$ cat config.mk
export PLATFORM = sky130hd
export DESIGN_NAME = seq_barrel_shifter_4bit
export DESIGN_NICKNAME = d
export VERILOG_FILES = /design/src/rtl/seq_barrel_shifter_4bit.sv
export SDC_FILE = /design/constraint.sdc
export NUM_CORES = 1
export LEC_CHECK = 0
export ABC_AREA = 0
export BUFFER_PORTS_ARGS = -buffer_cell sky130_fd_sc_hd__buf_4
export CORE_MARGIN = 2
export CORE_UTILIZATION = 50
export DETAILED_ROUTE_END_ITERATION = 10
export PLACE_DENSITY = 0.86
export SYNTH_ARGS = -nofsm -noshare
export SYNTH_HDL_FRONTEND = slang
export SYNTH_SLANG_ARGS = --single-unit
$ cat constraint.sdc
create_clock -name clk -period 1.8 [get_ports clk]
set_input_delay 0.36 -clock clk [delete_from_list [all_inputs] [get_ports clk]]
set_output_delay 0.36 -clock clk [all_outputs]
set_load 0.01 [all_outputs]
$ cat src/rtl/seq_barrel_shifter_4bit.sv
// Sequential barrel shifter: captures an operand on start, rotates or logically
// shifts it one bit per clock, then presents the result on Y with a done strobe.
module seq_barrel_shifter_4bit #(
   parameter int WIDTH = 4,
   parameter int SHW   = 2
) (
   input  logic             clk,
   input  logic             rst_n,
   input  logic             start,
   input  logic [WIDTH-1:0] D,
   input  logic [SHW-1:0]   S,
   input  logic             dir,
   input  logic             mode,
   output logic [WIDTH-1:0] Y,
   output logic             busy,
   output logic             done
);

   typedef enum logic {IDLE, SHIFT} state_t;

   state_t           state_q, state_d;
   logic [WIDTH-1:0] wr_q, wr_d;
   logic [SHW-1:0]   cnt_q, cnt_d;
   logic             dir_q, dir_d;
   logic             mode_q, mode_d;
   logic [WIDTH-1:0] y_q, y_d;
   logic             busy_q, busy_d;
   logic             done_q, done_d;

   logic [WIDTH-1:0] step_left, step_right;

   // Fill bit is the wrapped-around bit for rotate, zero for logical shift.
   assign step_left  = {wr_q[WIDTH-2:0], (mode_q ? 1'b0 : wr_q[WIDTH-1])};
   assign step_right = {(mode_q ? 1'b0 : wr_q[0]), wr_q[WIDTH-1:1]};

   always_comb begin
      state_d = state_q;
      wr_d    = wr_q;
      cnt_d   = cnt_q;
      dir_d   = dir_q;
      mode_d  = mode_q;
      y_d     = y_q;
      busy_d  = busy_q;
      done_d  = 1'b0;
      unique case (state_q)
         IDLE: begin
            if (start) begin
               wr_d    = D;
               cnt_d   = S;
               dir_d   = dir;
               mode_d  = mode;
               busy_d  = 1'b1;
               state_d = SHIFT;
            end
         end
         SHIFT: begin
            if (cnt_q != '0) begin
               wr_d  = dir_q ? step_right : step_left;
               cnt_d = cnt_q - 1'b1;
            end else begin
               y_d     = wr_q;
               done_d  = 1'b1;
               busy_d  = 1'b0;
               state_d = IDLE;
            end
         end
         default: state_d = IDLE;
      endcase
   end

   always_ff @(posedge clk or negedge rst_n) begin
      if (!rst_n) begin
         state_q <= IDLE;
         wr_q    <= '0;
         cnt_q   <= '0;
         dir_q   <= 1'b0;
         mode_q  <= 1'b0;
         y_q     <= '0;
         busy_q  <= 1'b0;
         done_q  <= 1'b0;
      end else begin
         state_q <= state_d;
         wr_q    <= wr_d;
         cnt_q   <= cnt_d;
         dir_q   <= dir_d;
         mode_q  <= mode_d;
         y_q     <= y_d;
         busy_q  <= busy_d;
         done_q  <= done_d;
      end
   end

   assign Y    = y_q;
   assign busy = busy_q;
   assign done = done_q;

endmodule

==> impl_metrics.ini, run 1 <==
[status]
status = finished clean

[power]
seq_power_share_pct = 40.5
p_sw_w = 0.000615
p_int_w = 0.00106
clockPowerShare_pct = 11.2
p_comb_share_pct = 48.3
power_w = 0.00167
power.leakage_nw = 0.466
power.density_mw_per_mm2 = 1830
vdd_drop_max_mv = 0.950
swShare_pct = 36.8

[detailed_routing]
wire_per_inst_um = 13.5
dr.pass1.iters = 3
viasPerCell = 5.46
drc = 0
drt_wl_total_um = 1280
drt-initial-drc-count = 6
antenna_left = 0
vias = 519

[final_layout]
fill_cells = 94
drive_above_1_share_pct = 37.5
seq_area_um2 = 375
syn_to_final_growth_pct = 21.9
multiInputGateArea_um2 = 343
n_antenna_cell = 0
num-nets-final = 94

[global_routing]
grt_use_met2_pct = 25.8
grt_usage_pct = 17.0
gr-usage-met1_pct = 21.1
top_usage_layer = met2
antenna_found_initial = 0
grt_pass1_wl_um = 2240
first_global_vias = 514
grt_max_degree = 16
grt_remaining_overflow = 0
grt_use_met3_pct = 4.26

[yosys]
synth_top_area_share_pct = 50.2
yosys.area.top_type = dfrtp_1
synth_cell_type_count = 26
synth_area_leaders = dfrtp_1 50%, mux2_4 10%, mux2i_1 4.0%
synth-seq-cells = 15
syn_area_um2 = 748
yosysWarnings = 0
netlist_instances = 60
syn_avg_cell_area_um2 = 12.5
ys_seq_area_share_pct = 50.2
syn_nets = 73

[sta]
finalHoldViolCount = 0
fin_hold_ws_ns = 0.306
finalSetupViolCount = 0
slew-limit-headroom_pct = 68.2
fin_worst_skew_ns = 0.00438
fin_crit_sh_pct = 78.8
maxSlewViolCount = 0
worst_pin_slew_ns = 0.476
fmax_ghz = 0.705
rsz0062_at_grt = no
fin_tns_setup_ns = 0
fin_crit_ns = 1.42

[floorplan]
die_area_mm2 = 0.00182
start_util_pct = 55.4
rows = 13
die-width_um = 42.7
chipHeight_um = 42.7
io-pin-count = 17
core_mm2 = 0.00135

[clock_network]
cts_resized = 0
clkLatencyLatePin_ns = 0.28
htree_levels = 1
cts_sinks = 15
cts_tree = yes
root_buffer = clkbuf_4
clk_pin_slew_ns = 0.09
cts_buffers = 3
clockBufferDepth = 2

[critical_path]
crit_required_ns = 2.00
crit_chain = nor2_1 -> a21oi_2 -> mux2i_1
r2r_slack_ns = 0.38
crit_type = reg2reg
cp-start-kind = register
critPathSlowestCell = dfrtp_1
max_stage_delay_ns = 0.65
crit_fanout = 13
cpLargestDelayFamily = flip-flops
arrival_ns = 1.62
critPathBufInv = 0
worstSetupEndpointType = register

[place]
place.gp.congestion = 0.782
io_buffers = 16
detailed_place_hpwl_um = 1010

[hold_path]
hp-class = in2reg

[run]
drv_cap = 0
[power groups by stage]
| stage | clock network [W] | registers, W | logic, W |
|---|---|---|---|
| CTS | 0.000191 | 0.000678 | 0.000821 |
| detailed placement | 0 | 0.000686 | 0.000818 |
| finish | 0.000188 | 0.000676 | 0.000808 |
| floorplan | 0 | 0.000653 | 0.000614 |
| global route | 0.000209 | 0.000707 | 0.000888 |
| global placement | 0 | 0.000676 | 0.000787 |
[sequential cells by signal, summed over array words and instances (netlist names)]
register / count
busy: 1
Y: 4
dir_q: 1
done: 1
cnt_q: 2
state_q: 1
wr_q: 4
mode_q: 1
[layout make-up]
| class | count | area share (%) |
|---|---|---|
| Clock buffer | 4 | 2.88 |
| Inverter | 5 | 2.06 |
| Multi-Input combinational cell | 39 | 37.6 |
| Sequential cell | 15 | 41.2 |
| Tap cell | 15 | 2.06 |
| Timing Repair Buffer | 17 | 14.3 |
[metrics by stage]
step / util [%] / cell area [µm²] / setup WS (ns) / cells
2_1_floorplan: - / 748 / 0.528 / 60
3_3_place_gp: 64.9 / 876 / 0.435 / 90
3_5_place_dp: 64.9 / 876 / 0.387 / 90
4_1_cts: 67.6 / 912 / 0.369 / 95
5_1_grt: 67.6 / 912 / 0.276 / 95
6_report: 67.6 / 912 / 0.382 / 95
[routing by layer]
layer	wire [µm]	share of wire [%]
met1	580	45
met2	595	46
met4	41	3.2
met3	64	5.0
met5	0	0
[synthesized netlist by cell type]
| master | count |
|---|---|
| and2b_4 | 1 |
| nor3b_1 | 2 |
| dfrtp_1 | 15 |
| nor2b_4 | 1 |
| o21ai_1 | 1 |
| mux2i_1 | 3 |
| a221oi_2 | 1 |
| o22ai_1 | 1 |
| buf_6 | 1 |
| inv_2 | 1 |
| mux2_4 | 5 |
| nand2_4 | 1 |
| inv_1 | 4 |
| a22oi_1 | 2 |
| o21a_1 | 1 |
| nor3_1 | 3 |
| nand3b_1 | 1 |
| nor2_1 | 2 |
| a31oi_1 | 1 |
| ha_1 | 2 |
| a21o_1 | 1 |
| nand2b_1 | 2 |
| a21oi_1 | 4 |
| mux2_1 | 2 |
| and3_1 | 1 |
| a21oi_2 | 1 |
[logic make-up after synthesis]
family / after synthesis / share of synthesized area [%]
fa+ha+maj: 2 / 3.34
simple gates: 14 / 13.2
flops: 15 / 50.2
buf+inv: 6 / 4.01
mux: 10 / 17.1
compound gates: 13 / 12.2
[placed cells by master (no fill, tap or decap), types with 2 or more instances in the layout]
cell / n
nor3b_1: 2
a22oi_1: 2
a21oi_1: 4
inv_1: 4
nor2_1: 2
mux2_1: 2
mux2_4: 5
nor3_1: 3
dfrtp_1: 15
ha_1: 2
buf_4: 16
mux2i_1: 3
clkbuf_4: 3
nand2b_1: 2
[final timing paths]
path                          from        to  cells after the start
max                        state_q  cnt_q[1]                      3
min                           mode    mode_q                      2
max reg2reg                state_q  cnt_q[1]                      3
min reg2reg                   Y[0]      Y[0]                      1
max in group asynchronous    rst_n   wr_q[1]                      2
min in group asynchronous    rst_n      busy                      2
[timing repair]
item / 4_1_cts / 5_1_grt
hold buffers: 1 / 0
buffers inserted: 0 / 0
hold endpoints to repair: 15 / 0
No activity file was read; power rests on OpenSTA's default activity.
==> run 2: changes to the inputs <==
--- a/config.mk
+++ b/config.mk
@@ -8,9 +8,9 @@
 export ABC_AREA = 0
 export BUFFER_PORTS_ARGS = -buffer_cell sky130_fd_sc_hd__buf_4
 export CORE_MARGIN = 2
-export CORE_UTILIZATION = 50
+export CORE_UTILIZATION = 46
 export DETAILED_ROUTE_END_ITERATION = 10
-export PLACE_DENSITY = 0.86
+export PLACE_DENSITY = 0.83
 export SYNTH_ARGS = -nofsm -noshare
 export SYNTH_HDL_FRONTEND = slang
 export SYNTH_SLANG_ARGS = --single-unit
==> constraint.sdc (replaced) <==
create_clock -name clk -period 1.2 [get_ports clk]
set_input_delay 0.24 -clock clk [delete_from_list [all_inputs] [get_ports clk]]
set_output_delay 0.24 -clock clk [all_outputs]
set_load 0.01 [all_outputs]
==> run 2 against run 1 <==
  * The run now ends with setup timing left
  * Register-to-register slack worse by 0.39 ns
  * Worst hold slack worse by 0.14 ns
  * Core utilization is 0.32 points lower
  * Power is 76% higher
  * Wire length is 23% higher
  * Sequential share of layout area is 4.5 points lower
  * Clock-buffer cell count is 1 lower
  * Final cell count is 9.5% higher
  * Die area is 7.9% higher
  * Fmax is 17% higher
  * Via count is 6.9% higher
  * Highest routed layer unchanged
==> impl_metrics.ini, run 2 (synthesis gave the netlist of run 1 again) <==
[final_layout]
layout_common_cells = 23 x buf_4, 15 x dfrtp_1, 5 x mux2_4
final_cell_area_mm2 = 0.00102
n_antenna_cell = 0
syn_to_final_growth_pct = 37.0
drive_above_1_share_pct = 51.1
final_common_cell = buf_4
num-nets-final = 102

[critical_path]
worstSetupEndpointType = register
crit_fanout = 5
startpoint = cnt_q[0]
cp-start-kind = register
arrival_ns = 1.37
rr_worst_depth = 5
crit_required_ns = 1.36
r2r_slack_ns = -0.008
timing.rr.start = cnt_q[0]
crit_type = reg2reg
crit_end = wr_q[1]
reg2reg_to = wr_q[1]

[power]
p_int_w = 0.00185
seq_power_share_pct = 33.3
p_sw_w = 0.00110
power_w = 0.00294
clockPowerShare_pct = 10.2
power.leakage_nw = 0.514
vdd_drop_max_mv = 1.39
power.density_mw_per_mm2 = 2870
p_comb_share_pct = 56.5
swShare_pct = 37.2

[sta]
rsz0062_at_grt = yes
fmax_ghz = 0.828
slew-limit-headroom_pct = 79.3
fin_worst_skew_ns = 0.00742
finalSetupViolCount = 1
finalHoldViolCount = 0
fin_crit_ns = 1.21
setup_slack_ns = -0.00842
maxSlewViolCount = 0
fin_tns_setup_ns = -0.00842
fin_crit_sh_pct = 101
worst_pin_slew_ns = 0.309

[clock_network]
root_buffer = clkbuf_4
htree_levels = 1
cts_buffers = 3
clockBufferDepth = 2
cts_sinks = 15
cts_tree = yes
clk_pin_slew_ns = 0.10
clkLatencyLatePin_ns = 0.29

[place]
place.gp.congestion = 0.815
io_buffers = 16
dpl_cell_area_um2 = 932
detailed_place_hpwl_um = 1080

[global_routing]
grt_max_degree = 16
first_global_vias = 572
top_usage_layer = met2
grt_use_met3_pct = 4.49
gr-usage-met1_pct = 21.4
grt_use_met2_pct = 31.2
grt_pass1_wl_um = 2510
antenna_found_initial = 0
grt_usage_pct = 18.3
grt_remaining_overflow = 0

[floorplan]
core_mm2 = 0.00152
start_util_pct = 49.1
rows = 14
die-width_um = 44.3
io-pin-count = 17
chipHeight_um = 44.3
die_area_mm2 = 0.00197

[detailed_routing]
drt_wl_total_um = 1580
antenna_left = 0
drt-initial-drc-count = 11
viasPerCell = 5.34
wire_per_inst_um = 15.2
drc = 0
vias = 555
dr.pass1.iters = 4

[status]
failed_checks = setup timing
status = finished with violations

[hold_path]
hp-class = in2reg
whs_path_depth = 2

[run]
drv_cap = 0
==> run 2: power by group through the flow <==
stage                     logic, W  registers (W)  clock network [W]
after floorplan           0.000965       0.000980                  0
after global placement     0.00141       0.000959                  0
after detailed placement   0.00147       0.000981                  0
after CTS                  0.00158       0.000974           0.000301
after global routing       0.00179        0.00102           0.000321
final                      0.00166       0.000981           0.000300
==> run 2: final cells by class <==
type | count | area (µm²)
Clock buffer | 3 | 22.5
Clock inverter | 1 | 5.00
Fill cell | 121 | 499
Inverter | 5 | 18.8
Multi-Input combinational cell | 39 | 380
Sequential cell | 15 | 375
Tap cell | 16 | 20.0
Timing Repair Buffer | 25 | 203
==> run 2: worst min-delay path by stage <==
stage / startpoint / endpoint / slack (ns)
2_1_floorplan: rst_n / Y[0] / -0.06
3_3_place_gp: rst_n / Y[2] / 0.10
3_5_place_dp: rst_n / done / 0.11
4_1_cts: dir / dir_q / 0.17
5_1_grt: mode / mode_q / 0.16
6_report: dir / dir_q / 0.17
==> run 2: routing by layer <==
| layer | vias to the layer above | routed length [µm] |
|---|---|---|
| li1 | 270 | - |
| met1 | 264 | 685 |
| met2 | 17 | 786 |
| met3 | 4 | 77 |
| met4 | 0 | 28 |
| met5 | - | 0 |
==> run 2: repair_timing <==
| item | 4_1_cts | 5_1_grt |
|---|---|---|
| hold buffers | 1 | 0 |
| hold endpoints to repair | 15 | 0 |
| pin swaps | 2 | 1 |
| endpoints found under the setup margin | 5 | 7 |
| setup buffers | 1 | 3 |
| cloned | 0 | 0 |
| gates resized for setup | 4 | 2 |
==> run 2: critical path, stage by stage, from the launching register on <==
cell	delay (ns)
dfrtp_1	0.38
inv_2	0.06
ha_4	0.19
nand2b_4	0.16
a22oi_1	0.18
a21oi_1	0.11
==> run 2: per-stage QoR <==
step           hold slack, ns  setup slack (ns)  util (%)  cells
3_5_place_dp            0.106           -0.0329      61.2     95
2_1_floorplan         -0.0556            0.0424         -     60
6_report                0.170          -0.00842      67.2    104
4_1_cts                 0.170           0.00778      65.4    101
5_1_grt                 0.161           -0.0767      67.2    104
3_3_place_gp            0.105            0.0314      61.2     95
==> run 3: changes to the inputs <==
--- a/config.mk
+++ b/config.mk
@@ -5,10 +5,11 @@
 export SDC_FILE = /design/constraint.sdc
 export NUM_CORES = 1
 export LEC_CHECK = 0
-export ABC_AREA = 0
 export BUFFER_PORTS_ARGS = -buffer_cell sky130_fd_sc_hd__buf_4
+export CELL_PAD_IN_SITES_DETAIL_PLACEMENT = 1
+export CELL_PAD_IN_SITES_GLOBAL_PLACEMENT = 2
 export CORE_MARGIN = 2
-export CORE_UTILIZATION = 46
+export CORE_UTILIZATION = 30
 export DETAILED_ROUTE_END_ITERATION = 10
 export PLACE_DENSITY = 0.83
 export SYNTH_ARGS = -nofsm -noshare
==> run 3 against run 2 <==
  * The run now ends clean
  * Worst hold slack better by 0.015 ns
  * Clock skew shrank 0.0061 ns
  * Global-route usage shrank 4.9 points
  * Clock-buffer cell count is 1 higher
  * Power down 1.9%
  * Sequential cell count stayed put
==> impl_metrics.ini, run 3 (synthesis gave the netlist of run 1 again) <==
[floorplan]
chipHeight_um = 53.9
die-width_um = 53.9
die_area_mm2 = 0.00291
io-pin-count = 17
core_mm2 = 0.00241
rows = 18
start_util_pct = 31.0

[sta]
worst_pin_slew_ns = 0.315
slew-limit-headroom_pct = 78.9
fin_crit_ns = 1.17
fmax_ghz = 0.854
fin_crit_sh_pct = 97.6
fin_tns_setup_ns = 0
fin_worst_skew_ns = 0.00128
maxSlewViolCount = 0
rsz0062_at_grt = yes
finalSetupViolCount = 0
finalHoldViolCount = 0

[place]
dpl_cell_area_um2 = 960
detailed_place_hpwl_um = 1300
io_buffers = 16
place.gp.congestion = 0.750

[final_layout]
fill_cells = 269
final_cell_area_mm2 = 0.00104
num-nets-final = 103
drive_above_1_share_pct = 51.7
final_common_cell = buf_4
syn_to_final_growth_pct = 38.6
n_antenna_cell = 0
final_util_pct = 43.0
layout_common_cells = 25 x buf_4, 14 x dfrtp_1, 5 x mux2_4

[clock_network]
cts_buffers = 3
clockBufferDepth = 2
cts_tree = yes
root_buffer = clkbuf_4
clkLatencyLatePin_ns = 0.28
htree_levels = 1
clk_pin_slew_ns = 0.09
cts_sinks = 15

[power]
power_w = 0.00289
vdd_drop_max_mv = 1.21
power.leakage_nw = 0.509
power.density_mw_per_mm2 = 2780

[detailed_routing]
drc = 0
drt_wl_total_um = 1670
vias = 563
antenna_left = 0
wire_per_inst_um = 14.0
viasPerCell = 4.73
dr.pass1.iters = 4
drt-initial-drc-count = 3

[critical_path]
crit_type = reg2reg
cp-start-kind = register
worstSetupEndpointType = register
arrival_ns = 1.34
crit_required_ns = 1.37
crit_fanout = 6

[global_routing]
first_global_vias = 596
grt_remaining_overflow = 0
grt_pass1_wl_um = 2680
grt_max_degree = 16
grt_usage_pct = 13.4
antenna_found_initial = 0

[run]
drv_cap = 0

[hold_path]
hp-class = in2reg

[status]
status = finished clean
[run 3: path summary, 6_finish.rpt]
path	startpoint	endpoint	slack, ns	depth (start not counted)
worst min-delay path	D[0]	wr_q[0]	0.18	3
worst max register to register	state_q	mode_q	0.03	2
max in group asynchronous	rst_n	dir_q	0.66	2
worst min register to register	Y[0]	Y[0]	0.51	1
worst max-delay path	state_q	mode_q	0.03	2
min in group asynchronous	rst_n	Y[3]	0.35	2
[run 3: through the flow]
stage	hold WS [ns]	instances	worst slack (ns)
after floorplan	-0.0556	60	0.0424
after global placement	0.109	112	0.0111
after detailed placement	0.109	112	-0.0276
after CTS	0.172	118	0.00576
after global routing	0.179	119	-0.0318
final	0.185	119	0.0291
[run 3: power by group]
group | internal (W) | leakage [nW] | switching, W | total (W)
Sequential | 0.000772 | 0.176 | 0.000205 | 0.000977
Clock | 0.000129 | 0.0150 | 0.000160 | 0.000289
Combinational | 0.000937 | 0.318 | 0.000684 | 0.00162
Total | 0.00184 | 0.509 | 0.00105 | 0.00289
[run 3: what timing repair did]
item | CTS | global route
hold buffers | 1 | 0
hold endpoints to repair | 15 | 0
endpoints found under the setup margin | 7 | 9
resized for setup | 5 | 2
setup buffers | 1 | 1
pin swaps | 2 | 3
[run 3: layout make-up]
type | instances | area [µm²] | area share (%)
Clock buffer | 4 | 26.3 | 2.53
Inverter | 5 | 18.8 | 1.81
Multi-Input combinational cell | 39 | 380 | 36.7
Sequential cell | 15 | 377 | 36.3
Tap cell | 30 | 37.5 | 3.62
Timing Repair Buffer | 26 | 198 | 19.1
[run 3: critical path, cell delays in order (launching register included)]
cell	delay (ns)
dfrtp_1	0.43
and2b_4	0.33
mux2_4	0.31
[run 3: routing by layer]
metal  up-vias  share of wire (%)  track usage [%]
li1        272                  -                -
met1       281                 44             16.8
met2         8                 52             21.7
met3         2                3.3             1.94
met4         0               0.60             8.12
met5         -                  0                0
